===== src/rtl/irrigation_pkg.sv =====
// Shared definitions for the irrigation input conditioner: mode encodings and default timing.
// Used by both default and IRRIG_DEBOUNCE_BYPASS_EN builds.
package irrigation_pkg;

    typedef enum logic [1:0] {
        MODE_IDLE     = 2'b00,
        MODE_ASP      = 2'b01,
        MODE_GOT      = 2'b10,
        MODE_CONFLICT = 2'b11
    } mode_t;

    localparam int DEFAULT_PRESCALE  = 1024;
    localparam int DEFAULT_DEB_TICKS = 4;

endpackage


===== src/rtl/debounce_channel.sv =====
// One switch channel: 2-flop synchronizer, polarity fix and tick-based debounce counter.
// With IRRIG_DEBOUNCE_BYPASS_EN defined the stable level is the synchronizer output.
module debounce_channel #(
    parameter int DEB_TICKS  = 4,
    parameter bit ACTIVE_LOW = 1'b1
) (
    input  logic clock,
    input  logic reset,
`ifndef IRRIG_DEBOUNCE_BYPASS_EN
    input  logic tick,
`endif
    input  logic raw,
    output logic stable
);

    localparam logic POL = ACTIVE_LOW;

    logic sync1_r;
    logic sync2_r;
    logic level_s;

    // Synchronizer; resets to the inactive raw level so release looks idle.
    always_ff @(posedge clock) begin
        if (reset) begin
            sync1_r <= POL;
            sync2_r <= POL;
        end else begin
            sync1_r <= raw;
            sync2_r <= sync1_r;
        end
    end

    assign level_s = sync2_r ^ POL;

`ifdef IRRIG_DEBOUNCE_BYPASS_EN
    assign stable = level_s;
`else
    localparam int CNT_W = (DEB_TICKS > 1) ? $clog2(DEB_TICKS) : 1;
    localparam logic [CNT_W-1:0] CNT_LAST = CNT_W'(DEB_TICKS - 1);

    logic             stable_r;
    logic [CNT_W-1:0] cnt_r;

    // Flip only after DEB_TICKS consecutive ticks disagree with the stable level.
    always_ff @(posedge clock) begin
        if (reset) begin
            stable_r <= 1'b0;
            cnt_r    <= {CNT_W{1'b0}};
        end else if (tick) begin
            if (level_s != stable_r) begin
                if (cnt_r == CNT_LAST) begin
                    stable_r <= level_s;
                    cnt_r    <= {CNT_W{1'b0}};
                end else begin
                    cnt_r <= cnt_r + 1'b1;
                end
            end else begin
                cnt_r <= {CNT_W{1'b0}};
            end
        end
    end

    assign stable = stable_r;
`endif

endmodule


===== src/rtl/irrigation_input_conditioner.sv =====
// Conditions raw asp/got/adb switches and arbitrates asp/got into a registered irrigation mode.
// Define IRRIG_DEBOUNCE_BYPASS_EN to drop the prescaler and debounce for fast simulation.
module irrigation_input_conditioner
    import irrigation_pkg::*;
#(
    parameter int PRESCALE   = DEFAULT_PRESCALE,
    parameter int DEB_TICKS  = DEFAULT_DEB_TICKS,
    parameter bit ACTIVE_LOW = 1'b1
) (
    input  logic       clock,
    input  logic       reset,
    input  logic       asp_raw,
    input  logic       got_raw,
    input  logic       adb_raw,
    output logic       asp,
    output logic       got,
    output logic       adb,
    output logic [1:0] mode,
    output logic       conflict,
    output logic       mode_change
);

    logic  sa_s;
    logic  sg_s;
    logic  sadb_s;
    mode_t mode_r;
    mode_t next_mode_s;
    logic  asp_r;
    logic  got_r;
    logic  adb_r;
    logic  conflict_r;
    logic  mode_change_r;

`ifndef IRRIG_DEBOUNCE_BYPASS_EN
    localparam int PS_W = $clog2(PRESCALE);
    localparam logic [PS_W-1:0] PS_LAST = PS_W'(PRESCALE - 1);

    logic [PS_W-1:0] ps_cnt_r;
    logic            tick_s;

    // Free-running sample prescaler shared by all channels.
    always_ff @(posedge clock) begin
        if (reset) begin
            ps_cnt_r <= {PS_W{1'b0}};
        end else if (ps_cnt_r == PS_LAST) begin
            ps_cnt_r <= {PS_W{1'b0}};
        end else begin
            ps_cnt_r <= ps_cnt_r + 1'b1;
        end
    end

    assign tick_s = (ps_cnt_r == PS_LAST);
`endif

    debounce_channel #(.DEB_TICKS(DEB_TICKS), .ACTIVE_LOW(ACTIVE_LOW)) u_asp (
        .clock (clock),
        .reset (reset),
`ifndef IRRIG_DEBOUNCE_BYPASS_EN
        .tick  (tick_s),
`endif
        .raw   (asp_raw),
        .stable(sa_s)
    );

    debounce_channel #(.DEB_TICKS(DEB_TICKS), .ACTIVE_LOW(ACTIVE_LOW)) u_got (
        .clock (clock),
        .reset (reset),
`ifndef IRRIG_DEBOUNCE_BYPASS_EN
        .tick  (tick_s),
`endif
        .raw   (got_raw),
        .stable(sg_s)
    );

    debounce_channel #(.DEB_TICKS(DEB_TICKS), .ACTIVE_LOW(ACTIVE_LOW)) u_adb (
        .clock (clock),
        .reset (reset),
`ifndef IRRIG_DEBOUNCE_BYPASS_EN
        .tick  (tick_s),
`endif
        .raw   (adb_raw),
        .stable(sadb_s)
    );

    // Mode arbitration; CONFLICT is sticky until both switches are released.
    always_comb begin
        next_mode_s = mode_r;
        case (mode_r)
            MODE_IDLE: begin
                if (sa_s && sg_s) begin
                    next_mode_s = MODE_CONFLICT;
                end else if (sa_s) begin
                    next_mode_s = MODE_ASP;
                end else if (sg_s) begin
                    next_mode_s = MODE_GOT;
                end else begin
                    next_mode_s = MODE_IDLE;
                end
            end
            MODE_ASP: begin
                if (sg_s) begin
                    next_mode_s = MODE_CONFLICT;
                end else if (!sa_s) begin
                    next_mode_s = MODE_IDLE;
                end else begin
                    next_mode_s = MODE_ASP;
                end
            end
            MODE_GOT: begin
                if (sa_s) begin
                    next_mode_s = MODE_CONFLICT;
                end else if (!sg_s) begin
                    next_mode_s = MODE_IDLE;
                end else begin
                    next_mode_s = MODE_GOT;
                end
            end
            MODE_CONFLICT: begin
                if (!sa_s && !sg_s) begin
                    next_mode_s = MODE_IDLE;
                end else begin
                    next_mode_s = MODE_CONFLICT;
                end
            end
            default: begin
                next_mode_s = MODE_IDLE;
            end
        endcase
    end

    // Mode and decoded outputs are registered together from the next mode.
    always_ff @(posedge clock) begin
        if (reset) begin
            mode_r        <= MODE_IDLE;
            asp_r         <= 1'b0;
            got_r         <= 1'b0;
            adb_r         <= 1'b0;
            conflict_r    <= 1'b0;
            mode_change_r <= 1'b0;
        end else begin
            mode_r        <= next_mode_s;
            asp_r         <= (next_mode_s == MODE_ASP);
            got_r         <= (next_mode_s == MODE_GOT);
            adb_r         <= sadb_s && (next_mode_s == MODE_ASP);
            conflict_r    <= (next_mode_s == MODE_CONFLICT);
            mode_change_r <= (next_mode_s != mode_r);
        end
    end

    assign mode        = mode_r;
    assign asp         = asp_r;
    assign got         = got_r;
    assign adb         = adb_r;
    assign conflict    = conflict_r;
    assign mode_change = mode_change_r;

endmodule


===== config.mk =====
export PLATFORM = sky130hd
export DESIGN_NAME = irrigation_input_conditioner
export DESIGN_NICKNAME = d
export VERILOG_FILES = /design/src/rtl/irrigation_pkg.sv /design/src/rtl/debounce_channel.sv /design/src/rtl/irrigation_input_conditioner.sv
export SDC_FILE = /design/constraint.sdc
export NUM_CORES = 1
export LEC_CHECK = 0
export CAP_MARGIN = 30
export CORE_AREA = 2 2 57 59
export CTS_CLUSTER_DIAMETER = 60
export DETAILED_ROUTE_END_ITERATION = 7
export DIE_AREA = 0 0 59 61
export MAX_ROUTING_LAYER = met4
export PLACE_DENSITY = 0.67
export REMOVE_ABC_BUFFERS = 1
export SETUP_SLACK_MARGIN = 0.05
export SLEW_MARGIN = 40
export SYNTH_ARGS = -nofsm -noshare
export SYNTH_HDL_FRONTEND = slang
export SYNTH_SLANG_ARGS = --single-unit

===== constraint.sdc =====
create_clock -name clock -period 1.5 [get_ports clock]
set_input_delay 0.225 -clock clock [delete_from_list [all_inputs] [get_ports clock]]
set_output_delay 0.225 -clock clock [all_outputs]
set_load 0.05 [all_outputs]

==> results of run 1 <==
==> flip-flops by register name (all words and copies together), names as in the netlist <==
| register | flops |
|---|---|
| asp | 1 |
| u_got.sync1_r | 1 |
| u_got.stable | 1 |
| u_adb.sync1_r | 1 |
| conflict | 1 |
| u_asp.cnt_r | 2 |
| u_asp.stable | 1 |
| u_adb.sync2_r | 1 |
| u_asp.sync1_r | 1 |
| u_adb.stable | 1 |
| u_got.sync2_r | 1 |
| u_got.cnt_r | 2 |
| ps_cnt_r | 10 |
| u_asp.sync2_r | 1 |
| got | 1 |
| mode_change | 1 |
| u_adb.cnt_r | 2 |
| adb | 1 |
| mode | 2 |
==> critical path, cell delays in order, from the launching register on <==
cell     delay (ns)
dfxtp_2        0.36
ha_4           0.15
nand4_4        0.19
o311a_1        0.38
a31o_1         0.19
==> Yosys cell counts (all sizes together), types with 4 or more instances <==
cell type / number
a21oi: 5
a311oi: 4
a31o: 4
dfxtp: 32
ha: 4
nand3: 5
nor2: 13
o21ai: 7
or2: 6
or4: 4
xor2: 5
==> logic make-up after synthesis <==
| family | synth area share (%) |
|---|---|
| and+or+nand+nor | 21.0 |
| buffers and inverters | 3.33 |
| xor gates and xnor gates | 4.00 |
| AOI/OAI and AO/OA | 19.1 |
| DFF | 48.7 |
| adders and majority gates | 3.81 |
==> cell type report <==
type | instances | share of cell area [%]
multi-input combinational | 91 | 40.5
sequential | 32 | 39.1
timing repair buffer | 23 | 12.6
clock buffer | 6 | 2.51
tap | 33 | 2.51
clock inverter | 2 | 2.13
inverter | 3 | 0.684
==> final timing paths <==
path / end / depth (start not counted)
worst max register to register: u_asp.cnt_r[1] / 4
worst min-delay path: u_got.sync2_r / 1
worst max-delay path: u_asp.cnt_r[1] / 4
worst min register to register: u_got.sync2_r / 1
==> power groups by stage <==
stage | logic, W | registers (W) | clock network (W)
after floorplan | 0.0000242 | 0.000891 | 0
after global placement | 0.0000721 | 0.000889 | 0
after detailed placement | 0.0000739 | 0.000890 | 0
after CTS | 0.0000741 | 0.000870 | 0.000648
after global routing | 0.0000850 | 0.000876 | 0.000686
final | 0.0000770 | 0.000874 | 0.000629
==> through the flow <==
step	setup WS, ns	power, W
after floorplan	0.0539	0.000916
after global placement	0.0278	0.000961
after detailed placement	-0.0228	0.000964
after CTS	-0.00500	0.00159
after global routing	0.0254	0.00165
final	0.132	0.00158
==> what timing repair did <==
action	in CTS	in global routing
gates resized for setup	1	10
setup endpoints to repair	6	16
endpoints found under the hold margin	0	0
setup buffers	0	0
pin swaps	0	3
==> metal layers <==
metal / track usage, % / vias to the layer above / wire length (um)
met3: 3.84 / 5 / 88
met1: 19.6 / 514 / 1180
li1: - / 545 / -
met5: - / - / 0
met4: 8.44 / 0 / 44
met2: 26.7 / 13 / 1290
==> run_results.csv, run 1 <==
group,metric,value,unit
hold_path,hold_path.startpoint,"u_got.sync1_r",
floorplanning,start_util,44.5,%
power_and_ir_drop,cellInternalPower,0.00126,W
power_and_ir_drop,switching_share,20.4,%
worst_setup_path,critical_path_arrival,1.59,ns
hold_path,hp-class,"reg2reg",
global_routing,grt_pass1_wl,4.29,mm
routing,detail-route-antenna-nets,0,
routing,drt-vias-per-instance,5.67,
clock_tree,clk_pin_slew_worst_paths,0.10,ns
logic_synthesis,yosysWarnings,0,
floorplanning,die_h,61,um
cells_and_area,layout-drive-gt1-share,26.8,%
sta,setup_viol,0,
logic_synthesis,synth_enable_flop_cells,0,
placement,placed_area,1530,um2
floorplanning,core_area,2950,um2
logic_synthesis,ys_ff_latch,32,
sta,min_period,1.37,ns
cells_and_area,finalNetCount,165,
power_and_ir_drop,power_leakage,0.622,nW
worst_setup_path,crit_fanout,11,
routing,post_drt_wl_per_cell,13.7,um
logic_synthesis,synth_top_cell_area_share,48.7,%
worst_setup_path,ff2ff_setup_slack,0.13,ns
clock_tree,clk_latency,0.32,ns
global_routing,antenna_found_initial,0,
clock_tree,numCtsBuffers,5,
routing,dr.pass1.iters,4,
routing,drc,0,
clock_tree,clock-sinks,32,
sta,slew_headroom,77.7,%
power_and_ir_drop,p_clk_share,39.8,%
job,max-cap-violations,0,
global_routing,grt_pass1_vias,971,
worst_setup_path,r2r_start,"ps_cnt_r[1]",
sta,rsz0062_at_grt,"yes",
power_and_ir_drop,seqPwrFrac,55.3,%
sta,clock_skew,0.00600,ns
clock_tree,cts_tree,"built",
floorplanning,die_area,3600,um2
worst_setup_path,startpoint,"ps_cnt_r[1]",
sta,worst_pin_slew,0.333,ns
placement,dp_hpwl,1.85,mm
cells_and_area,final_cell_area,1650,um2
worst_setup_path,startpoint_type,"register",
routing,drtIter0Drc,22,
logic_synthesis,synth_area,1320,um2
placement,io_buffers,11,
cells_and_area,utilization,55.7,%
logic_synthesis,syn_inst,132,
power_and_ir_drop,pwr-share-comb,4.9,%
logic_synthesis,synth_seq_area_share,48.7,%
placement,dp.cells,182,
cells_and_area,nFillCells,273,
cells_and_area,layout_common_cells,"dfxtp_1 (30), buf_4 (17), nor2_1 (13)",
status,status,"complete, no violations",
cells_and_area,syn_to_final_growth,25.1,%
clock_tree,ctsHoldBuffers,0,
power_and_ir_drop,pwr_density_cell,960,nW/um2
placement,gp_congestion,0.784,
logic_synthesis,async_flop_share,0,%
cells_and_area,fin_cells,190,
cells_and_area,multi_input_area,666,um2
cells_and_area,regArea,643,um2
routing,vias,1077,
worst_setup_path,worstPathRequired,1.72,ns
worst_setup_path,critical_path_class,"reg2reg",
sta,tns,0,ns
logic_synthesis,synthFlopType,"dfxtp_1",
logic_synthesis,avgSynthCellArea,9.96,um2
routing,wirelength,2.60,mm
global_routing,grt_max_degree,12,
cells_and_area,layout_commonest_cell,"dfxtp_1",
power_and_ir_drop,power_switching,0.000322,W
clock_tree,h-tree-depth,2,
clock_tree,clockBufferDepth,2,
cells_and_area,antenna_cells,0,
floorplanning,rows,20,
worst_setup_path,endpoint_kind,"register",
sta,hold_viol,0,
sta,whs,0.417,ns
floorplanning,die_w,59,um
logic_synthesis,yosysTopAreaCell,"dfxtp_1",
sta,period_share,91.2,%
logic_synthesis,synth_area_leaders,"dfxtp_1 (49%), ha_1 (3.8%), nor2_1 (3.7%), xor2_1 (3.3%), or2_2 (2.9%)",
logic_synthesis,synthDistinctLibCells,36,
power_and_ir_drop,ir_worst_vdd,0.469,mV
sta,drv_slew,0,
floorplanning,ios,12,
clock_tree,cts-root-buf,"clkbuf_4",
global_routing,grt_overflow,0,
sta,fmax,731,MHz
global_routing,grt_use_total,16.6,%
No activity file was read; power rests on OpenSTA's default activity.
==> run 2, diff against run 1 <==
Settings changed: CAP_MARGIN 30 to 20, HOLD_SLACK_MARGIN from default to 0.02.
==> results of run 2 <==
Same layout as run 1: the final DEF is identical, and so are final timing and power.
